==> src/rtl/ram_arbiter.sv <==
// ram_arbiter: serialises instruction-fetch reads and LSU reads/writes onto one BRAM.
// Define RAM_ARB_RR_EN for round-robin tie-breaking; otherwise the LSU always wins ties.
module ram_arbiter #(
    parameter int unsigned ADDR_W = 8,
    parameter int unsigned DATA_W = 8
) (
    input  logic              clk,
    input  logic              nrst,
    input  logic              if_req,
    input  logic [ADDR_W-1:0] if_addr,
    output logic              if_gnt,
    output logic              if_rvalid,
    output logic [DATA_W-1:0] if_rdata,
    input  logic              ls_req,
    input  logic              ls_we,
    input  logic [ADDR_W-1:0] ls_addr,
    input  logic [DATA_W-1:0] ls_wdata,
    output logic              ls_gnt,
    output logic              ls_rvalid,
    output logic [DATA_W-1:0] ls_rdata,
    output logic              ram_rd_en,
    output logic              ram_wr_en,
    output logic [ADDR_W-1:0] ram_addr_rd,
    output logic [ADDR_W-1:0] ram_addr_wr,
    output logic [DATA_W-1:0] ram_data_wr,
    input  logic [DATA_W-1:0] ram_data_rd,
    output logic              busy
);
    localparam logic [1:0] IDLE  = 2'd0;
    localparam logic [1:0] READ  = 2'd1;
    localparam logic [1:0] RDATA = 2'd2;
    localparam logic [1:0] WRITE = 2'd3;

    logic [1:0]        state, state_nx;
    // Last granted requester (1 = LSU); also routes returning read data.
    logic              owner_ls, owner_ls_nx;
    logic              pick_ls;
    logic              if_gnt_nx, ls_gnt_nx, if_rvalid_nx, ls_rvalid_nx;
    logic              rd_en_nx, wr_en_nx, busy_nx;
    logic [DATA_W-1:0] if_rdata_nx, ls_rdata_nx, data_wr_nx;
    logic [ADDR_W-1:0] addr_rd_nx, addr_wr_nx;

`ifdef RAM_ARB_RR_EN
    assign pick_ls = ls_req & (~if_req | ~owner_ls);
`else
    assign pick_ls = ls_req;
`endif

    // Next-state and next-output logic; outputs are registered from these values.
    always_comb begin
        state_nx     = state;
        owner_ls_nx  = owner_ls;
        if_gnt_nx    = 1'b0;
        ls_gnt_nx    = 1'b0;
        if_rvalid_nx = 1'b0;
        ls_rvalid_nx = 1'b0;
        rd_en_nx     = 1'b0;
        wr_en_nx     = 1'b0;
        if_rdata_nx  = if_rdata;
        ls_rdata_nx  = ls_rdata;
        addr_rd_nx   = ram_addr_rd;
        addr_wr_nx   = ram_addr_wr;
        data_wr_nx   = ram_data_wr;
        if (state == READ) begin
            state_nx = RDATA;
        end else begin
            if (state == RDATA) begin
                if (owner_ls) begin
                    ls_rdata_nx  = ram_data_rd;
                    ls_rvalid_nx = 1'b1;
                end else begin
                    if_rdata_nx  = ram_data_rd;
                    if_rvalid_nx = 1'b1;
                end
            end
            if (pick_ls) begin
                owner_ls_nx = 1'b1;
                ls_gnt_nx   = 1'b1;
                if (ls_we) begin
                    state_nx   = WRITE;
                    wr_en_nx   = 1'b1;
                    addr_wr_nx = ls_addr;
                    data_wr_nx = ls_wdata;
                end else begin
                    state_nx   = READ;
                    rd_en_nx   = 1'b1;
                    addr_rd_nx = ls_addr;
                end
            end else if (if_req) begin
                owner_ls_nx = 1'b0;
                if_gnt_nx   = 1'b1;
                state_nx    = READ;
                rd_en_nx    = 1'b1;
                addr_rd_nx  = if_addr;
            end else begin
                state_nx = IDLE;
            end
        end
        busy_nx = (state_nx != IDLE);
    end

    always_ff @(posedge clk or negedge nrst) begin
        if (!nrst) begin
            state       <= IDLE;
            owner_ls    <= 1'b0;
            if_gnt      <= 1'b0;
            ls_gnt      <= 1'b0;
            if_rvalid   <= 1'b0;
            ls_rvalid   <= 1'b0;
            if_rdata    <= '0;
            ls_rdata    <= '0;
            ram_rd_en   <= 1'b0;
            ram_wr_en   <= 1'b0;
            ram_addr_rd <= '0;
            ram_addr_wr <= '0;
            ram_data_wr <= '0;
            busy        <= 1'b0;
        end else begin
            state       <= state_nx;
            owner_ls    <= owner_ls_nx;
            if_gnt      <= if_gnt_nx;
            ls_gnt      <= ls_gnt_nx;
            if_rvalid   <= if_rvalid_nx;
            ls_rvalid   <= ls_rvalid_nx;
            if_rdata    <= if_rdata_nx;
            ls_rdata    <= ls_rdata_nx;
            ram_rd_en   <= rd_en_nx;
            ram_wr_en   <= wr_en_nx;
            ram_addr_rd <= addr_rd_nx;
            ram_addr_wr <= addr_wr_nx;
            ram_data_wr <= data_wr_nx;
            busy        <= busy_nx;
        end
    end
endmodule
==> config.mk <==
export PLATFORM = sky130hd
export DESIGN_NAME = ram_arbiter
export DESIGN_NICKNAME = d
export VERILOG_FILES = /design/src/rtl/ram_arbiter.sv
export SDC_FILE = /design/constraint.sdc
export NUM_CORES = 1
export LEC_CHECK = 0
export CAP_MARGIN = 5
export CORE_MARGIN = 3
export CORE_UTILIZATION = 35
export DETAILED_ROUTE_END_ITERATION = 8
export PLACE_DENSITY = 0.68
export SLEW_MARGIN = 0
export SYNTH_ARGS = -nofsm -noshare
export SYNTH_HDL_FRONTEND = slang
export SYNTH_SLANG_ARGS = --single-unit
==> constraint.sdc <==
create_clock -name clk -period 4 [get_ports clk]
set_clock_uncertainty 0.2 [all_clocks]
set_input_delay 1 -clock clk [delete_from_list [all_inputs] [get_ports clk]]
set_output_delay 1 -clock clk [all_outputs]
set_load 0.02 [all_outputs]
; After elaboration in Yosys (flattened, before gate mapping)
; Cells that the tools add are included.
[word_totals]
ff_bits = 50
latchBits = 0
ram_bits = 0
rom_bits = 0
inputBits = 37
output_inout_bits = 47
wordCells = 52
mem_count = 0
[op_classes]
n_addsub = 0
n_mul = 0
n_div = 0
n_lt_le_gt_ge = 0
n_eq_ne = 3
n_shift = 0
mux = 26
bitwise = 2
n_reduce_logical = 7
[ops]
columns = op, n
row1 = $mux 8, 3
row2 = $mux 1, 20
row3 = $reduce_and 3->1, 4
row4 = $mux 2, 3
row5 = $reduce_bool 2->1, 2
row6 = $eq 2x1->1 const B, 1
row7 = $eq 2x2->1 const B, 1
row8 = $ne 2x2->1 const B, 1
row9 = $not 1->1, 2
row10 = $reduce_and 2->1, 1

; Logic depth before layout (Yosys ltp)
; Gate-level depths: netlist of the first run.
[logic_depth]
word_depth = 4
ltp_mapped = 4
mapped_depth_nobuf = 3

; Worst setup path before layout of the first run
; OpenSTA, ideal clock, no wires.
[synth_timing]
path_type = input -> register
start = input port ls_we
end = register ram_addr_rd[0]
setup_ns = 0.125
arrival_time_ns = 1.768
required_ns = 3.675
slack_ns = 1.907
stages = 4
n_path_buf = 1
path_cell_list = nand2_1 nor3b_2 buf_6 mux2_4
[synth_via]
elab_chain_cells = 2
[synth_rtl]
columns = item, line
row1 = from (decl), 15  ; input logic ls_we,
row2 = $ne 2x2->1 (no line), --
row3 = $reduce_and 3->1 (no line), --
row4 = to (signal assigned), 129  ; ram_addr_rd <= addr_rd_nx;
row5 = to (decl), 23  ; output logic [ADDR_W-1:0] ram_addr_rd,
; Every way passes these cells.
; A chain may end at the register's enable or synchronous reset.

; Final worst setup path of the first run
[layout_timing]
start = input port ls_req
end = register ram_addr_rd[5]
[layout_via]
elab_chain_cells = 2
word_cells_on_any_way = 4
cone_classes = eq/ne: 1 / mux: 1 / reduce/logical: 2
[layout_rtl]
columns = item, line
row1 = from (decl), 14  ; input logic ls_req,
row2 = $ne 2x2->1 (no line) / $reduce_bool 2->1 (equally long branches), --
row3 = $reduce_and 3->1 (no line), --
; Several ways; a longest one is shown, not always the timed one.

==> flow_summary_export.csv, run 1 <==
group,metric,value,unit
status,status,"complete, no violations",
floorplanning,dieArea,0.00667,sq mm
synthesis,synthMuxAreaShare,0.301,
min_path,min-delay-start,"ls_rdata[7]$_DFFE_PN0P_",
clock_tree,cts_buffers,5,
clock_tree,cts-root-buf,"clkbuf_8",
routing,drt_iter0_drc,19,
sta,fmax,343,MHz
place,port_buffers,83,
sta,worst_slew_pin_slew,1.08,ns
cells_and_area,n_antenna_cell,0,
sta,hold_viol,0,
sta,setup_viol,0,
cells_and_area,drive_above_1_share,0.300,
clock_tree,clk_latency,0.29,ns
power_and_ir_drop,total_power,1.87,mW
place,place_inst,269,
global_route,grt_overflow,0,
global_route,grt_pass1_vias,1380,
cells_and_area,areaGrowthSynthToFinish,48.7,%
floorplanning,fp.coreArea,0.00534,sq mm
sta,drv_slew,0,
synthesis,synth-seq-cells,50,
cells_and_area,fin_cells,277,
setup_path,r2r_end,"ram_addr_rd[5]$_DFFE_PN0P_",
synthesis,synth_top_family_by_area,"multiplexers",
setup_path,path_cells,"clkdlybuf4s50_1, buf_4, nand2_1, nor3b_2, mux2_4",
floorplanning,initial_core_util,0.376,
power_and_ir_drop,p_sw_frac,0.322,
clock_tree,clock_sinks,50,
routing,viasPerCell,4.68,
power_and_ir_drop,seq_power_share,0.407,
floorplanning,rows,26,
clock_tree,cts_resized,0,
routing,postRouteWirelength,4240,microns
setup_path,critPathMaxStageDelay,0.74,ns
global_route,gr-usage-met2,0.210,
synthesis,yosys.area_share.xor_xnor,0,
power_and_ir_drop,comb_power_share,0.437,
sta,rsz0062_at_grt,"false",
sta,tns,0,ns
synthesis,synthCells,118,
synthesis,syn_avg_cell_area,17.0,sq um
power_and_ir_drop,p_clk_frac,0.157,
place,place_congestion,0.715,
setup_path,arrival,2.89,ns
setup_path,path_max_fanout,10,
synthesis,synth_warnings,0,
min_path,holdCritPathClass,"reg -> reg",
flow_run,cap_violations,0,
clock_tree,cts_setup_buffers,0,
global_route,grt.total_usage,0.133,
floorplanning,boundaryPins,84,
synthesis,synth_cell_type_count,18,
setup_path,critPathCaptureType,"flop",
min_path,hold_end,"ls_rdata[7]$_DFFE_PN0P_",
setup_path,rr_worst_depth,3,
setup_path,critPathKind,"in -> reg",
cells_and_area,fillCellCount,451,
synthesis,synthAdderAreaFrac,0,
global_route,grt_use_met3,0.0482,
power_and_ir_drop,power_switching,601,uW
setup_path,slowest_stage,"nor3b_2",
cells_and_area,nets,243,
routing,drt_pass1_iterations,4,
cells_and_area,fin_util,0.559,
global_route,antenna_found_initial,0,
clock_tree,clk_path_buf_depth,2,
clock_tree,htreeDepth,2,
global_route,grtUsageMet1,0.176,
power_and_ir_drop,p_int,1.27,mW
clock_tree,cts_hold_buf,0,
cells_and_area,layout_common_cells,"82 x clkdlybuf4s50_1, 50 x dfrtp_1, 31 x mux2_2, 17 x mux2_4, 6 x clkbuf_8",
synthesis,synth_compound_area_frac,0.00374,
global_route,grt_max_degree,51,
min_path,whs_path_depth,1,
synthesis,synth_seq_area_share,0.624,
setup_path,rr_startpoint,"state[0]$_DFF_PN0_",
setup_path,cp_data_required_time,3.98,ns
power_and_ir_drop,power_per_cell_area,627,mW/mm^2
floorplanning,die_height,81.7,microns
power_and_ir_drop,ir_worst_vdd,280,uV
clock_tree,clkTransAtPathRegs,0.08,ns
routing,ant_nets,0,
routing,dr_total_vias,1296,
sta,post-route-period-util,0.729,
routing,wl_per_cell,15.3,microns
sta,period_needed,2.92,ns
power_and_ir_drop,p_leak,1.28,nW
synthesis,syn-num-nets,155,
cells_and_area,final_common_cell,"clkdlybuf4s50_1",
synthesis,syn_area,0.00201,sq mm
place,hpwl,3150,microns
setup_path,r2r_slack,2.03,ns
setup_path,cp-start-kind,"input port",
sta,maxSlewHeadroom,0.280,
global_route,grt_pass1_wl,6740,microns
clock_tree,cts_tree,"built",
floorplanning,die_w,81.7,microns
global_route,busiest_layer,"met2",
synthesis,synth-simple-area-share,0.0474,
routing,drc,0,
==> synthesized netlist by cell type <==
cell | n | area (sq um)
buf_6 | 1 | 11.3
nor2b_4 | 1 | 13.8
and2_1 | 1 | 6.26
dfrtp_1 | 50 | 1250
nand2b_1 | 1 | 6.26
nand3b_2 | 1 | 11.3
buf_4 | 1 | 7.51
a21o_1 | 1 | 7.51
buf_12 | 1 | 20.0
inv_1 | 1 | 3.75
mux2_4 | 17 | 255
nor3b_1 | 1 | 7.51
nand2_1 | 4 | 15.0
nor2_1 | 3 | 11.3
nor2_4 | 1 | 11.3
nor3b_2 | 1 | 12.5
buf_2 | 1 | 5.00
mux2_2 | 31 | 349
==> metal layers <==
metal  share of wire  routed length [microns]
met5               0                        0
met1            0.44                     1850
met3           0.097                      413
met2            0.46                     1960
met4          0.0040                       17
==> critical path, delay by kind of cell <==
family | cells | cell delay, ns
and+or+nand+nor | 2 | 0.89
buffers and inverters | 2 | 0.64
muxes | 1 | 0.36
==> layout make-up <==
class / count / area [sq um] / share of cell area
tap: 70 / 87.6 / 0.0294
clock inverter: 1 / 5.00 / 0.00168
inverter: 1 / 3.75 / 0.00126
clock buffer: 7 / 86.3 / 0.0290
multi-input combinational: 63 / 707 / 0.237
timing repair buffer: 85 / 841 / 0.282
sequential: 50 / 1250 / 0.420
==> through the flow <==
stage / setup slack [ns] / instance area [sq um] / hold WS [ns]
finish: 1.08 / 2980 / 0.311
global route: 0.989 / 2980 / 0.320
CTS: 1.08 / 2980 / 0.314
detailed placement: 0.767 / 2890 / 0.292
global placement: 0.838 / 2890 / 0.290
floorplan: 1.91 / 2010 / 0.294
==> power groups by stage <==
| stage | combinational (mW) | clock (mW) | sequential, mW |
|---|---|---|---|
| floorplan | 0.225 | 0 | 0.955 |
| global placement | 0.812 | 0 | 0.762 |
| detailed placement | 0.825 | 0 | 0.770 |
| CTS | 0.827 | 0.306 | 0.763 |
| global route | 0.868 | 0.327 | 0.779 |
| finish | 0.815 | 0.292 | 0.760 |
==> worst max-delay path by stage <==
stage / slack (ns) / startpoint / end / cells after the start
floorplan: 1.91 / ls_we / ram_addr_rd[0]$_DFFE_PN0P_ / 4
CTS: 1.08 / ls_req / ram_addr_rd[5]$_DFFE_PN0P_ / 5
detailed placement: 0.77 / ls_req / ram_addr_rd[2]$_DFFE_PN0P_ / 5
global route: 0.99 / ls_req / ram_addr_rd[5]$_DFFE_PN0P_ / 5
finish: 1.08 / ls_req / ram_addr_rd[5]$_DFFE_PN0P_ / 5
global placement: 0.84 / ls_req / ram_addr_rd[2]$_DFFE_PN0P_ / 5
==> cells by family after synthesis <==
kind of cell           count (synthesis)
buffers and inverters                  5
flip-flops                            50
AO/OA/AOI/OAI                          1
AND/OR/NAND/NOR                       14
multiplexers                          48
==> state kept, by name, indices dropped and copies added, names as in the netlist, 2 cells and up <==
| register | cells |
|---|---|
| if_rdata | 8 |
| ls_rdata | 8 |
| ram_addr_rd | 8 |
| ram_addr_wr | 8 |
| ram_data_wr | 8 |
| state | 2 |
No activity file was read; power rests on OpenSTA's default activity.
==> run 2, diff against run 1 <==
--- a/config.mk
+++ b/config.mk
@@ -9,7 +9,7 @@
 export CORE_MARGIN = 3
 export CORE_UTILIZATION = 35
 export DETAILED_ROUTE_END_ITERATION = 8
-export PLACE_DENSITY = 0.68
+export PLACE_DENSITY = 0.7
 export SLEW_MARGIN = 0
 export SYNTH_ARGS = -nofsm -noshare
 export SYNTH_HDL_FRONTEND = slang
==> constraint.sdc (replaced) <==
create_clock -name clk -period 2.4 [get_ports clk]
set_clock_uncertainty 0.2 [all_clocks]
set_input_delay 0.6 -clock clk [delete_from_list [all_inputs] [get_ports clk]]
set_output_delay 0.6 -clock clk [all_outputs]
set_load 0.02 [all_outputs]
==> run 2 against run 1 <==
Combinational power increased by 68%. Flip-flop and latch count unchanged. First-iteration DRC count decreased by 32%. Clock-buffer cell count decreased by 1. Global-route usage increased by 0.95 points. Cell count increased by 0.72%. Clock power increased by 100%. Die area unchanged. Sequential share of layout area decreased by 0.95 points. Critical path type is now reg -> out. Critical endpoint is now ram_addr_rd[5].
==> flow_summary_export.csv, run 2 (synthesis gave the netlist of run 1 again) <==
group,metric,value,unit
global_route,grt_pass1_wl,7130,microns
place,hpwl,3330,microns
setup_path,arrival,1.30,ns
setup_path,critPathMaxStageDelay,0.62,ns
place,place_congestion,0.700,
power_and_ir_drop,ir_worst_vdd,507,uV
floorplanning,initial_core_util,0.376,
cells_and_area,n_antenna_cell,0,
routing,drt_iter0_drc,13,
setup_path,path_max_fanout,2,
place,port_buffers,83,
setup_path,cpLargestDelayFamily,"buffers and inverters",
cells_and_area,drive_above_1_share,0.311,
clock_tree,cts-root-buf,"clkbuf_8",
sta,fmax,476,MHz
floorplanning,fp.coreArea,0.00534,sq mm
sta,post-route-period-util,0.874,
routing,drc,0,
power_and_ir_drop,p_leak,1.31,nW
routing,postRouteWirelength,4280,microns
routing,ant_nets,0,
place,dp_slack,0.134,ns
sta,final.setup.worst_slack,0.301,ns
floorplanning,rows,26,
power_and_ir_drop,power_per_cell_area,1060,mW/mm^2
clock_tree,htreeDepth,2,
global_route,grt.total_usage,0.143,
flow_run,cap_violations,0,
sta,period_needed,2.10,ns
routing,wl_per_cell,15.3,microns
clock_tree,cts_setup_buffers,0,
routing,drt_pass1_iterations,3,
floorplanning,die_w,81.7,microns
clock_tree,cts_hold_buf,0,
cells_and_area,final_common_cell,"clkdlybuf4s50_1",
global_route,grt_pass1_vias,1461,
sta,maxSlewHeadroom,0.629,
setup_path,critPathKind,"reg -> out",
clock_tree,clk_latency,0.30,ns
clock_tree,clk_path_buf_depth,2,
global_route,grt_max_degree,27,
setup_path,path_cells,"clkdlybuf4s50_1",
sta,drv_slew,0,
global_route,antenna_found_initial,0,
clock_tree,clock_sinks,50,
setup_path,slowest_stage,"clkdlybuf4s50_1",
sta,worst_slew_pin_slew,0.556,ns
setup_path,cp-start-kind,"flop",
floorplanning,boundaryPins,84,
clock_tree,cts_tree,"built",
clock_tree,clkTransAtPathRegs,0.09,ns
sta,hold_viol,0,
cells_and_area,nets,246,
setup_path,critPathCaptureType,"primary output",
cells_and_area,layout_common_cells,"82 x clkdlybuf4s50_1, 50 x dfrtp_1, 31 x mux2_2, 17 x mux2_4, 6 x clkbuf_8",
floorplanning,die_height,81.7,microns
sta,rsz0062_at_grt,"false",
clock_tree,cts_resized,0,
cells_and_area,areaGrowthSynthToFinish,52.1,%
floorplanning,dieArea,0.00667,sq mm
routing,viasPerCell,4.57,
min_path,holdCritPathClass,"in -> async",
sta,tns,0,ns
clock_tree,cts_buffers,5,
status,status,"complete, no violations",
sta,setup_viol,0,
routing,dr_total_vias,1275,
global_route,grt_overflow,0,
setup_path,cp_data_required_time,1.60,ns
setup_path,cp.buffers_inverters,1,
-- run 2: cell count changes in the layout (fill, tap and decap cells not counted), sizes merged --
cell and delta:
buf +3, bufinv +1, clkbuf -1, clkinv -1
-- run 2: area by class of cell --
| class | instances | area [sq um] |
|---|---|---|
| Timing Repair Buffer | 88 | 888 |
| Multi-Input combinational cell | 63 | 707 |
| Tap cell | 70 | 87.6 |
| Clock buffer | 6 | 82.6 |
| Clock inverter | 1 | 30.0 |
| Fill cell | 452 | 2280 |
| Sequential cell | 50 | 1250 |
| Inverter | 1 | 3.75 |
-- run 2: metrics by stage --
step	hold slack, ns	cell area, sq um	instances	util	power, mW
after global placement	0.287	2940	272	0.551	2.64
after global routing	0.115	3050	279	0.572	3.40
after CTS	0.0911	3050	279	0.572	3.27
after floorplan	0.104	2010	118	-	1.97
after detailed placement	0.294	2940	272	0.551	2.67
final	0.0855	3050	279	0.572	3.22
-- run 2: final timing paths --
check                                                 from                          to  slack (ns)  depth (start not counted)
worst max register to register          state[0]$_DFF_PN0_  ram_addr_rd[3]$_DFFE_PN0P_        0.81                          4
min in group clk                   ls_rdata[7]$_DFFE_PN0P_     ls_rdata[7]$_DFFE_PN0P_        0.31                          1
worst max-delay path            ram_addr_rd[5]$_DFFE_PN0P_              ram_addr_rd[5]        0.30                          1
worst min register to register     ls_rdata[7]$_DFFE_PN0P_     ls_rdata[7]$_DFFE_PN0P_        0.31                          1
max in group asynchronous                             nrst  ram_addr_rd[1]$_DFFE_PN0P_        1.38                          2
worst min-delay path                                  nrst              busy$_DFF_PN0_        0.09                          1
-- run 2: layer usage --
metal | GRT usage | routed length [microns]
met3 | 0.0515 | 455
met2 | 0.236 | 1960
met4 | 0.0449 | 46
met1 | 0.174 | 1820
met5 | 0 | 0
-- run 2: where the power goes --
part	leakage, nW	switching, mW	internal [mW]
registers	0.591	0.150	1.11
clock network	0.0573	0.252	0.333
logic	0.666	0.598	0.776
total	1.31	1.00	2.22
